`src/rtl/jtkicker_sndlatch_pkg.sv`:
```
// jtkicker_sndlatch_pkg
//   Shared definitions for the sound command latch: IRQ FSM encodings,
//   default sizing and a pointer-width helper used by the FIFO.
package jtkicker_sndlatch_pkg;

  typedef enum logic [1:0] {
    IRQ_IDLE   = 2'd0,
    IRQ_ASSERT = 2'd1,
    IRQ_GUARD  = 2'd2
  } irq_state_t;

  localparam int DEF_DEPTH = 4;
  localparam int DEF_GUARD = 8;
  localparam int LEVEL_W   = 4;   // occupancy width, holds 0..8
  localparam int GUARD_W   = 8;   // guard counter width

  // A one-entry FIFO still needs a 1-bit pointer to keep vectors legal;
  // the pointer increment helper keeps it pinned at zero in that case.
  function automatic int ptr_width(input int depth);
    return (depth > 1) ? $clog2(depth) : 1;
  endfunction

endpackage

```
`src/rtl/jtkicker_cmdfifo.sv`:
```
// jtkicker_cmdfifo
//   Small command FIFO between the main CPU and the sound CPU.
//   A write into a full FIFO overwrites the newest entry and sets the
//   sticky overrun flag. The head byte is held in a register so the sound
//   CPU keeps reading the last byte once the FIFO drains.
// Ports:
//   clk, rst  : clock, asynchronous active-high reset
//   push, pop : one-cycle operation requests (may coincide)
//   din       : byte to push
//   dout      : current head byte (last popped byte when empty)
//   level     : occupancy, saturates at DEPTH
//   overrun   : sticky, set on a push into a full FIFO without a pop
module jtkicker_cmdfifo
  import jtkicker_sndlatch_pkg::*;
#(
  parameter int DEPTH = DEF_DEPTH
) (
  input  logic               clk,
  input  logic               rst,
  input  logic               push,
  input  logic               pop,
  input  logic [7:0]         din,
  output logic [7:0]         dout,
  output logic [LEVEL_W-1:0] level,
  output logic               overrun
);

  localparam int AW = ptr_width(DEPTH);
  localparam logic [AW-1:0]      LAST_PTR = AW'(DEPTH - 1);
  localparam logic [LEVEL_W-1:0] FULL_LVL = LEVEL_W'(DEPTH);

  logic [7:0] mem [DEPTH];

  logic [AW-1:0]      rd_ptr_reg, rd_ptr_next;
  logic [AW-1:0]      wr_ptr_reg, wr_ptr_next;
  logic [LEVEL_W-1:0] level_reg, level_next;
  logic [7:0]         dout_reg;
  logic               overrun_reg;

  logic          empty, full, do_pop, overwrite;
  logic [AW-1:0] wr_addr;

  function automatic logic [AW-1:0] ptr_inc(input logic [AW-1:0] p);
    return (p == LAST_PTR) ? '0 : p + 1'b1;
  endfunction

  function automatic logic [AW-1:0] ptr_dec(input logic [AW-1:0] p);
    return (p == '0) ? LAST_PTR : p - 1'b1;
  endfunction

  always_comb begin
    empty     = (level_reg == '0);
    full      = (level_reg == FULL_LVL);
    do_pop    = pop & ~empty;
    // A push into a full FIFO with no pop frees no slot, so it replaces
    // the newest entry instead of advancing the write pointer.
    overwrite = push & full & ~pop;
    wr_addr   = overwrite ? ptr_dec(wr_ptr_reg) : wr_ptr_reg;

    rd_ptr_next = do_pop ? ptr_inc(rd_ptr_reg) : rd_ptr_reg;
    wr_ptr_next = (push && !overwrite) ? ptr_inc(wr_ptr_reg) : wr_ptr_reg;

    level_next = level_reg;
    if (push && !full && !do_pop) begin
      level_next = level_reg + 1'b1;
    end else if (do_pop && !push) begin
      level_next = level_reg - 1'b1;
    end
  end

  // Storage: plain array, written without reset so it maps onto RAM.
  always_ff @(posedge clk) begin
    if (push) begin
      mem[wr_addr] <= din;
    end
  end

  always_ff @(posedge clk or posedge rst) begin
    if (rst) begin
      rd_ptr_reg  <= '0;
      wr_ptr_reg  <= '0;
      level_reg   <= '0;
      dout_reg    <= 8'h00;
      overrun_reg <= 1'b0;
    end else begin
      rd_ptr_reg <= rd_ptr_next;
      wr_ptr_reg <= wr_ptr_next;
      level_reg  <= level_next;
      if (overwrite) begin
        overrun_reg <= 1'b1;
      end
      // Registered head read. When the byte being written this cycle is
      // the new head it is not in the array yet, so bypass it. An empty
      // result keeps the previous byte visible.
      if (level_next != '0) begin
        if (push && (wr_addr == rd_ptr_next)) begin
          dout_reg <= din;
        end else begin
          dout_reg <= mem[rd_ptr_next];
        end
      end
    end
  end

  assign dout    = dout_reg;
  assign level   = level_reg;
  assign overrun = overrun_reg;

endmodule

```
`src/rtl/jtkicker_sndlatch.sv`:
```
// jtkicker_sndlatch
//   Sound-side receiver for main CPU commands. Detects edges on the main
//   write strobe, the main IRQ request and the sound read select, feeds a
//   command FIFO, and drives the sound Z80 INT_n with a guard interval
//   after each acknowledge so a queued request is seen as a fresh edge.
// Ports:
//   rst, clk   : asynchronous active-high reset, clk24
//   cen        : sound CPU clock enable
//   main_dout  : main CPU data bus
//   m2s_data   : main write strobe (rising edge writes)
//   m2s_irq    : main IRQ request (rising edge requests)
//   snd_rd     : sound read select (falling edge pops)
//   irq_ack    : Z80 interrupt acknowledge, sampled with cen
//   snd_dout   : byte presented to the sound CPU
//   snd_irqn   : Z80 INT_n
//   level      : FIFO occupancy
//   overrun    : sticky write-into-full flag
//   debug_view : {state, irq_pend, overrun, level}
module jtkicker_sndlatch
  import jtkicker_sndlatch_pkg::*;
#(
  parameter int DEPTH = DEF_DEPTH,
  parameter int GUARD = DEF_GUARD
) (
  input  logic       rst,
  input  logic       clk,
  input  logic       cen,
  input  logic [7:0] main_dout,
  input  logic       m2s_data,
  input  logic       m2s_irq,
  input  logic       snd_rd,
  input  logic       irq_ack,
  output logic [7:0] snd_dout,
  output logic       snd_irqn,
  output logic [3:0] level,
  output logic       overrun,
  output logic [7:0] debug_view
);

  // Edge detectors run every clk, independent of cen.
  logic data_reg, irq_reg, rd_reg;
  logic data_rise, irq_rise, rd_fall;
  logic push_reg, pop_reg;

  assign data_rise = m2s_data & ~data_reg;
  assign irq_rise  = m2s_irq & ~irq_reg;
  assign rd_fall   = ~snd_rd & rd_reg;

  // Push and pop are delayed one cycle so main_dout is sampled one clk
  // after the strobe edge, and both requests reach the FIFO aligned.
  always_ff @(posedge clk or posedge rst) begin
    if (rst) begin
      data_reg <= 1'b0;
      irq_reg  <= 1'b0;
      rd_reg   <= 1'b0;
      push_reg <= 1'b0;
      pop_reg  <= 1'b0;
    end else begin
      data_reg <= m2s_data;
      irq_reg  <= m2s_irq;
      rd_reg   <= snd_rd;
      push_reg <= data_rise;
      pop_reg  <= rd_fall;
    end
  end

  jtkicker_cmdfifo #(
    .DEPTH (DEPTH)
  ) u_fifo (
    .clk     (clk),
    .rst     (rst),
    .push    (push_reg),
    .pop     (pop_reg),
    .din     (main_dout),
    .dout    (snd_dout),
    .level   (level),
    .overrun (overrun)
  );

  // IRQ FSM. Independent of the FIFO: a command write never raises INT_n.
  irq_state_t         state_reg;
  logic               snd_irqn_reg;
  logic               irq_pend_reg;
  logic [GUARD_W-1:0] guard_cnt_reg;

  always_ff @(posedge clk or posedge rst) begin
    if (rst) begin
      state_reg     <= IRQ_IDLE;
      snd_irqn_reg  <= 1'b1;
      irq_pend_reg  <= 1'b0;
      guard_cnt_reg <= '0;
    end else begin
      unique case (state_reg)
        IRQ_IDLE: begin
          if (irq_rise) begin
            state_reg    <= IRQ_ASSERT;
            snd_irqn_reg <= 1'b0;
          end
        end
        IRQ_ASSERT: begin
          // Only one request is remembered while INT_n is low.
          if (irq_rise) begin
            irq_pend_reg <= 1'b1;
          end
          if (irq_ack && cen) begin
            state_reg     <= IRQ_GUARD;
            snd_irqn_reg  <= 1'b1;
            guard_cnt_reg <= GUARD_W'(GUARD);
          end
        end
        IRQ_GUARD: begin
          if (guard_cnt_reg == '0) begin
            // An edge landing on the expiry cycle counts as pending too.
            if (irq_pend_reg || irq_rise) begin
              irq_pend_reg <= 1'b0;
              state_reg    <= IRQ_ASSERT;
              snd_irqn_reg <= 1'b0;
            end else begin
              state_reg <= IRQ_IDLE;
            end
          end else begin
            if (cen) begin
              guard_cnt_reg <= guard_cnt_reg - 1'b1;
            end
            if (irq_rise) begin
              irq_pend_reg <= 1'b1;
            end
          end
        end
        default: begin
          state_reg    <= IRQ_IDLE;
          snd_irqn_reg <= 1'b1;
          irq_pend_reg <= 1'b0;
        end
      endcase
    end
  end

  assign snd_irqn   = snd_irqn_reg;
  assign debug_view = {state_reg, irq_pend_reg, overrun, level};

endmodule
```
`config.mk`:
```
export PLATFORM = sky130hd
export DESIGN_NAME = jtkicker_sndlatch
export DESIGN_NICKNAME = d
export VERILOG_FILES = /design/src/rtl/jtkicker_sndlatch_pkg.sv /design/src/rtl/jtkicker_cmdfifo.sv /design/src/rtl/jtkicker_sndlatch.sv
export SDC_FILE = /design/constraint.sdc
export NUM_CORES = 1
export LEC_CHECK = 0
export ABC_AREA = 1
export BUFFER_PORTS_ARGS = -buffer_cell sky130_fd_sc_hd__buf_4
export CAP_MARGIN = 20
export CORE_MARGIN = 1.5
export CORE_UTILIZATION = 35
export CTS_BUF_LIST = sky130_fd_sc_hd__clkbuf_8
export DETAILED_ROUTE_END_ITERATION = 7
export PLACE_DENSITY = 0.54
export SYNTH_ARGS = -nofsm -noshare
export SYNTH_HDL_FRONTEND = slang
export SYNTH_HIERARCHICAL = 1
export SYNTH_SLANG_ARGS = --single-unit
export TNS_END_PERCENT = 50
```
`constraint.sdc`:
```
create_clock -name clk -period 6 [get_ports clk]
set_clock_uncertainty 0.05 [all_clocks]
set_input_delay 0.3 -clock clk [delete_from_list [all_inputs] [get_ports clk]]
set_output_delay 0.3 -clock clk [all_outputs]
set_load 0.01 [all_outputs]
```
Word-level counts from Yosys, hierarchy flattened
Memories as Yosys holds them, arrays and structs flattened. A register that Yosys moved wholly into a read port is not among the register bits. Cells that the tools add are included.

Memory bits (writable): 32. Memories: 1. Output and inout port bits: 22. Register bits after elaboration: 26. Input bits: 15. Word-level logic and storage cells: 90.

Equality and inequality tests: 12. Muxes and demuxes: 26. Reduce and logical (&&, ||, !) cells: 20. Add/sub/neg operators: 6. Bitwise operators: 12.

Memories: u_fifo.mem (words 4, bits a word 8, read ports 1, clocked after memory_dff 1, wr ports 1, RTL line jtkicker_cmdfifo.sv:32) `logic [7:0] mem [DEPTH];`.

Operators by type and width (number): $mux 8 (3); $mux 2 (8); $pmux 8 s2 (1); $ne 2x2->1 const B (6); $mux 1 (9); $logic_not 8->1 (1); $mux 4 (2); $reduce_and 4->1 (2); $sub 8x1->8 const B (1); $and 1x1->1 (6); $eq 2x2->1 const B (3); $not 1->1 (6); $pmux 1 s3 (2); $pmux 2 s3 (1); $logic_and 1x1->1 (5); $add 2x1->2 const B (2); $add 4x1->4 const B (1); $eq 4x3->1 const B (1); $logic_not 1->1 (4); $logic_not 2->1 (2); $logic_not 4->1 (1); $reduce_bool 4->1 (1); $sub 4x1->4 const B (1); $ne 3x3->1 const B (1); other kinds (6) (6).

Depth between registers and ports, before layout
Gate-level depths: netlist (run 1).

Depth after elaboration: 7. Mapped depth: 13. Gate-level depth less buffers: 13.

Cells and area by module
The synthesis (run 1) kept the hierarchy.

By module, submodules not included: jtkicker_cmdfifo (seq. area each 1386.3 um2, cells each 258, times used 1, area each 2532.4 um2); jtkicker_sndlatch (seq. area each 426.7 um2, cells each 131, times used 1, area each 1078.5 um2).

Least setup slack after synthesis (run 1)
Ideal clock, no wire load.

Kind: flip-flop to flip-flop. Start: reg u_fifo.level_reg[0] (netlist: u_fifo/level[0]). End: mem u_fifo.mem[0][0], enable pin. Clock period less this slack: 2174 ps. Setup time: 370 ps. Data arrival time: 1753 ps. Cell stages (with the launch flop): 9. Data required time: 5580 ps. Buffers on the path: 0. Slack: 3826 ps. Path through: dfrtp_1 > inv_1 > ha_1 > nand2_1 > nor2_4 > nand3_1 > nand2_4 > inv_1 > nor2_1.

Cells in the longest elaborated chain, start to end: 4.

Ends and longest elaborated chain: start: declaration (RTL line jtkicker_cmdfifo.sv:36) `logic [LEVEL_W-1:0] level_reg, level_next;`; start signal: assignment (RTL line jtkicker_cmdfifo.sv:88) `level_reg <= level_next;`; $eq 4x3->1 (RTL line jtkicker_cmdfifo.sv:53) `full = (level_reg == FULL_LVL);`; $and 1x1->1 (2 in a row) (RTL line jtkicker_cmdfifo.sv:57) `overwrite = push & full & ~pop;`; $mux 2 (RTL line jtkicker_cmdfifo.sv:58) `wr_addr = overwrite ? ptr_dec(wr_ptr_reg) : wr_ptr_reg;`; end: declaration (RTL line jtkicker_cmdfifo.sv:32).

Every way passes these cells.

Worst setup path in the final report (run 1)
Start: reg u_fifo.level_reg[0] (netlist: u_fifo/level[0]). End: mem u_fifo.mem[0][2], enable pin.

The elaborated chain is that of the path after synthesis.

==> metrics.txt, run 1 <==
status finished, final reports clean; Tot Pwr roughly 2.1 mW; # rows 36; CTS HTree Levels 3; # fillers approximately 1000; Worst Max-Slew Pin Slew 0.743 ns; Synth area leader edfxtp_1; Synth top cells by count nand2_1, nand3_1, inv_1; die height 105 µm; Setup Viol. Count Final 0; Power Density 507 nW/µm²; Synth Area in Compound Gates 0.0256; dominant synthesized flop cell dfrtp_1; main combinational cell family by area after synthesis simple AND/OR/NAND/NOR gates; CTS buffer count 9; Clock power frac 0.174; Final nets 452; top-area cell type share of the netlist area 0.266; sequential share of power 0.331; Detail Placement HPWL 5.45 mm; CP endpoint kind register; NetSw 0.916 mW; I/O Buffers 36; Initial Util 0.364; Hold WS about 0.041 ns; Ports 37; wire per inst 13.2 µm; Tmin final 2.45 ns; crit path launch type register; Crit-path slowest cell nor2_1; Worst-Skew Late Latency 0.33 ns; post-CTS setup buffer count 0; Worst Path Arrival 2.36 ns; Max VDD drop 211 µV; clk root buf clkbuf_8; GR Overflow Total 0; multiplexer share of the synthesized area 0; period utilization 0.408; Avg Cell Area, Syn approximately 9.3 µm²; max reg flops 32; Worst Path Max Fanout 8; Clock transition at path regs ~0.070 ns; proportion of layout cells with a drive suffix above 1 0.227; cts hold-fix bufs 0; Initial DRC Count 123; CORE AREA 9910 µm²; delay-heaviest family, CP simple AND/OR/NAND/NOR gates; XOR/XNOR share of the synthesized area 0.00728; Pint 1.20 mW; combinational share of power 0.495; Top cell by count, worst path inv_1; Num Clock Sinks 66; Netlist cell types 35; CTS tree yes; Crit path buffers/inverters 2; Final Max Tran Viols 0; Total Routing Usage GR 0.149; Synth Instances between 300 and 400; most common cell in the netlist nand2_1; Resize count post-CTS 0; Non-Filler Instances between 500 and 600; Die W 105 µm; routed vias 2662; Post-Synthesis Cell Area about 3600 µm²; drt via density roughly 4.7; Synth Net Count 414; Max Cap Viol 0; Setup CP Type reg -> reg; top post-synthesis cells by area edfxtp_1, dfrtp_1, nand2_1, nand3_1, inv_1; yosys warns 6; relative slew slack 0.503; Post-synth EDFFs 32; largest net degree at the start of global routing 20; # diodes 0; post-route ant nets 0; total placed cells including tap cells 549; Synth Area in Adders 0.0347; initial antenna violation count 0; Die ar. approximately 11000 µm²; setup TNS 0 ns; drt pass-1 iters 4; vias in the first global route 2638; first-pass GRT wire length 12.9 mm; CP peak stage delay a little under 0.6 ns; DRC 0; placer congestion estimate slightly below 0.8; min-delay worst type in -> reg; RSZ-0062 raised after global routing no; leakage power 1.96 nW; ys async rst share 0.515; area grow syn2layout 15.8%; Max Buffers Root-to-Sink 2; Max Freq 0.408 GHz; Net Sw Frac 0.432; Final Hold Viols 0; register bit total from synthesis 66; sequential-to-total area share from yosys stat 0.502; worst-path cell chain inv_1 > ha_1 > nand2_1 > nor2_4 > nand3_1 > nand2_4 > inv_1 > nor2_1; worst path required time 5.91 ns; total wire length 7.46 mm; Post-Synth Simple-Gate Area 0.366
==> cell families after synthesis <==
family,after synthesis
flip-flops,66
buffers and inverters,46
AND/OR/NAND/NOR,250
adder cells (fa/ha/maj),10
XOR/XNOR,3
AO/OA/AOI/OAI,14
==> cell usage in the layout, fill, tap and decap left out, types with 2 or more instances in the layout <==
cell / n
nand2_4: 9
nand2_2: 12
xor2_1: 2
inv_1: 36
nor2_8: 4
clkbuf_8: 14
buf_4: 36
dfrtp_1: 33
nor2_1: 22
nand3b_1: 4
edfxtp_1: 32
nand4_1: 12
nor2_4: 4
nand3_2: 2
nand2_1: 113
o21ai_0: 9
nand3_1: 55
nor2_2: 7
ha_1: 10
==> path summary, 6_finish.rpt <==
kind | start | slack [ns] | to | cells after the start
max | u_fifo/level[0] | 3.55 | u_fifo/mem[0][2] | 8
min | snd_rd | 0.04 | rd_reg | 1
max reg2reg | u_fifo/level[0] | 3.55 | u_fifo/mem[0][2] | 8
min reg2reg | data_reg | 0.35 | push_reg | 1
max in group asynchronous | rst | 5.37 | u_fifo/dout[2] | 2
min in group asynchronous | rst | 0.05 | guard_cnt_reg[3] | 2
==> power by group through the flow <==
stage / clock network, mW / registers, mW / logic (mW)
finish: 0.369 / 0.703 / 1.05
global placement: 0 / 0.707 / 1.05
global route: 0.399 / 0.720 / 1.19
CTS: 0.383 / 0.704 / 1.06
detailed placement: 0 / 0.713 / 1.05
floorplan: 0 / 0.714 / 0.785
==> per-layer routing <==
layer	GRT usage	share of wire
met1	0.192	0.48
met2	0.249	0.49
met3	0.0206	0.021
met4	0.0646	0.0063
met5	0	0
==> cell type report <==
type | instances | area, µm² | share of cell area
clock buffers | 14 | 193 | 0.0461
clock inverters | 2 | 8.76 | 0.00210
inverters | 37 | 165 | 0.0395
multi-input cells | 277 | 1560 | 0.374
flip-flops and latches | 66 | 1810 | 0.434
well taps | 133 | 166 | 0.0398
repair buffers | 36 | 270 | 0.0647
==> metrics by stage <==
stage | util | instance area (µm²) | setup WS (ns)
after floorplan | - | 3610 | 3.83
after global placement | 0.402 | 3980 | 3.64
after detailed placement | 0.402 | 3980 | 3.56
after CTS | 0.422 | 4180 | 3.55
after global routing | 0.422 | 4180 | 3.39
final | 0.422 | 4180 | 3.55
Note: power is estimated with default switching activity, not from simulation.
==> run 2, diff against run 1 <==
--- a/config.mk
+++ b/config.mk
@@ -5,14 +5,14 @@
 export SDC_FILE = /design/constraint.sdc
 export NUM_CORES = 1
 export LEC_CHECK = 0
-export ABC_AREA = 1
+export ABC_AREA = 0
 export BUFFER_PORTS_ARGS = -buffer_cell sky130_fd_sc_hd__buf_4
 export CAP_MARGIN = 20
 export CORE_MARGIN = 1.5
 export CORE_UTILIZATION = 35
 export CTS_BUF_LIST = sky130_fd_sc_hd__clkbuf_8
 export DETAILED_ROUTE_END_ITERATION = 7
-export PLACE_DENSITY = 0.54
+export PLACE_DENSITY = 0.56
 export SYNTH_ARGS = -nofsm -noshare
 export SYNTH_HDL_FRONTEND = slang
 export SYNTH_HIERARCHICAL = 1
==> constraint.sdc (replaced) <==
create_clock -name clk -period 2.2 [get_ports clk]
set_clock_uncertainty 0.05 [all_clocks]
set_input_delay 0.11 -clock clk [delete_from_list [all_inputs] [get_ports clk]]
set_output_delay 0.11 -clock clk [all_outputs]
set_load 0.01 [all_outputs]
==> run 2 against run 1 <==
The run now ends with setup timing left. Final area rose by 9.1%. Combinational power rose to 3.1 times the previous value. Sequential share of layout area fell by 3.6 points. Via count fell by 9.8%. Utilization rose by 6.9 points. Flip-flop and latch count did not move. Final cell count fell by 11%. Critical endpoint is now u_fifo/dout[7]. Highest routed layer unchanged.
==> metrics.txt, run 2 <==
Worst-Skew Late Latency 0.34 ns (about the same); Net Sw Frac 0.342 (-0.0905); die height 101 µm (-3.2%); crit path launch type register; DRC 0 (unchanged); Synth Instances 268 (-31%); CP endpoint kind register; dominant synthesized flop cell dfrtp_1; combinational share of power 0.529 (+0.034); GR Overflow Total 0 (unchanged); Hold Path End guard_cnt_reg[2]; first-pass GRT wire length 12.0 mm (-7.0%); Synth area leader edfxtp_1; top-area cell type share of the netlist area 0.285 (+0.0186); Num Clock Sinks 66 (unchanged); R2R Setup Slk -0.35 ns (-3.90 ns); register bit total from synthesis 66 (unchanged); RSZ-0062 raised after global routing yes; CTS HTree Levels 3 (unchanged); vias in the first global route 2501 (-5.2%); Non-Filler Instances 501 (-11%); setup TNS -2.73 ns (-2.73 ns); failing checks setup timing; Worst Max-Slew Pin Slew 0.724 ns (-0.0191 ns); Final Max Tran Viols 0 (unchanged); max reg flops 32 (unchanged); Worst R2R End u_fifo/dout[7]; Synth Net Count 293 (-29%); Initial DRC Count 58 (-53%); sequential share of power 0.307 (-0.024); Detail Placement HPWL 4.88 mm (-11%); Synth top cells by count dfrtp_1, edfxtp_1, mux2i_1; Final nets 392 (-13%); status finished, violations left; placer congestion estimate 0.822 (+5.5%); ys async rst share 0.515 (unchanged); drt via density 4.79 (+1.8%); # diodes 0 (unchanged); yosys warns 6 (unchanged); drt pass-1 iters 4 (unchanged); worst path required time 2.37 ns (-3.54 ns); Hold WS 0.152 ns (+0.111 ns); NetSw 2.09 mW (+130%); Power Density 1340 nW/µm² (+160%); routed vias 2402 (-9.8%); Setup Viol. Count Final 8 (+8); Crit-path slowest cell or4_4; total placed cells including tap cells 462 (-16%); Clock power frac 0.165 (-0.009); DP Area 4140 µm² (+4.0%); Final Worst Setup Slack -0.346 ns (-3.90 ns); Initial Util 0.363 (-0.000917); worst-path cell chain inv_2 > ha_4 > nor3b_4 > buf_4 > nor3_2 > a31oi_1 > xnor2_1 > or4_4 > mux2_4; Worst Path Max Fanout 8 (unchanged); # rows 35 (-2.8%); sequential-to-total area share from yosys stat 0.537 (+0.0352); Setup CP Type reg -> reg; Total Routing Usage GR 0.154 (+0.00538); Pint 4.03 mW (+230%); CTS tree yes; top post-synthesis cells by area edfxtp_1, dfrtp_1, mux2i_1, mux2_4, ha_1; Netlist cell types 62 (+77%); commonest cells after routing, fill and taps aside buf_4, edfxtp_1, dfrtp_1; CTS buffer count 9 (unchanged); most common cell in the netlist dfrtp_1; Die W 101 µm (-3.2%); worst min-delay path startpoint irq_ack; Ports 37 (unchanged); Die ar. 10200 µm² (-6.4%); initial antenna violation count 0 (unchanged); relative slew slack 0.517 (+0.0140); I/O Buffers 36 (unchanged); leakage power 1.99 nW (+1.4%); Post-synth EDFFs 32 (unchanged); R2R depth 9 (+1); CORE AREA 9280 µm² (-6.3%); Avg Cell Area, Syn 12.6 µm² (+36%); most common cell after layout, fill and taps aside buf_4; total wire length 7.14 mm (-4.3%); Post-Synthesis Cell Area 3370 µm² (-6.5%); post-route cell area 4560 µm² (+9.1%); worst r2r src u_fifo/level[0]; largest net degree at the start of global routing 18 (-10%); proportion of layout cells with a drive suffix above 1 0.409 (+0.182); Clock transition at path regs 0.07 ns (about the same); Worst Path Arrival 2.72 ns (+0.36 ns); area grow syn2layout 35.2%; Max Freq 0.393 GHz (-3.8%); WHS Path Cells 4 (+3); period utilization 1.16 (+0.749); wire per inst 14.2 µm (+7.9%); # fillers 834 (-18%); Max Buffers Root-to-Sink 2 (unchanged); Max VDD drop 583 µV (+180%); Final Hold Viols 0 (unchanged); Max Cap Viol 0 (unchanged); Tmin final 2.55 ns (+0.0975 ns); post-route ant nets 0 (unchanged); clk root buf clkbuf_8; min-delay worst type in -> reg; CP peak stage delay 0.61 ns (+0.03 ns)
[run 2: cell count changes in the layout (fill, tap and decap cells not counted), moves of 18 or more]
cell,previous run,this run
mux2i_1,0,30
inv_1,36,9
nand3_1,55,7
mux2_4,0,18
nand2_1,113,14
buf_4,36,86
[run 2: how the worst max path moves through the flow]
| stage | from | end | slack [ns] |
|---|---|---|---|
| 5_1_grt | u_fifo/level[1] | u_fifo/dout[4] | -0.43 |
| 6_report | u_fifo/level[0] | u_fifo/dout[7] | -0.35 |
| 3_5_place_dp | u_fifo/level[1] | u_fifo/dout[7] | -0.35 |
| 2_1_floorplan | u_fifo/level[1] | u_fifo/dout[0] | -0.39 |
| 3_3_place_gp | u_fifo/level[1] | u_fifo/dout[7] | -0.32 |
| 4_1_cts | u_fifo/level[1] | u_fifo/dout[0] | -0.27 |
[run 2: power groups by stage]
stage / registers (mW) / clock network (mW) / logic, mW
global route: 1.93 / 1.11 / 3.53
floorplan: 1.96 / 0 / 1.87
global placement: 1.89 / 0 / 2.98
CTS: 1.87 / 1.05 / 3.30
detailed placement: 1.89 / 0 / 3.00
finish: 1.88 / 1.01 / 3.23
[run 2: cells by family (layout without fill, tap and decap cells)]
family / after synthesis / after routing / synth area share
fa+ha+maj: 10 / 10 / 0.0371
simple gates: 73 / 73 / 0.129
mux: 49 / 49 / 0.164
xor+xnor: 1 / 1 / 0.00260
compound gates: 40 / 40 / 0.0857
buf+inv: 29 / 133 / 0.0449
flops: 66 / 66 / 0.537
[run 2: critical path, delay by kind of cell, from the launching register on]
| family | cells | cell delay, ns |
|---|---|---|
| compound gates | 1 | 0.20 |
| mux | 1 | 0.33 |
| fa+ha+maj | 1 | 0.15 |
| flops | 1 | 0.42 |
| simple gates | 3 | 0.89 |
| xor+xnor | 1 | 0.14 |
| buf+inv | 2 | 0.24 |
[run 2: layout make-up]
type | count | area, µm² | area share
Sequential cell | 66 | 1820 | 0.398
Multi-Input combinational cell | 173 | 1490 | 0.327
Clock buffer | 9 | 124 | 0.0272
Clock inverter | 7 | 70.1 | 0.0154
Timing Repair Buffer | 104 | 851 | 0.187
Inverter | 13 | 48.8 | 0.0107
Tap cell | 129 | 161 | 0.0354
[run 2: per-stage QoR]
stage	setup WS, ns	power, mW	util
floorplan	-0.392	3.83	-
global placement	-0.325	4.87	0.446
detailed placement	-0.354	4.90	0.446
CTS	-0.273	6.22	0.493
global route	-0.432	6.56	0.491
finish	-0.346	6.12	0.491
[run 2: per-layer routing]
| metal | up-vias | global-route usage | share of wire |
|---|---|---|---|
| met5 | - | 0 | 0 |
| met4 | 0 | 0.0556 | 0.015 |
| met3 | 12 | 0.0449 | 0.034 |
| met2 | 41 | 0.258 | 0.48 |
| met1 | 1165 | 0.190 | 0.47 |
| li1 | 1184 | - | - |
[run 2: timing repair]
action / CTS / global route
buffers inserted: 11 / 3
resized for setup: 8 / 1
hold buffers: 12 / 0
pin swaps: 2 / 2
endpoints found under the setup margin: 8 / 25
cloned: 1 / 0
hold endpoints to repair: 70 / 0
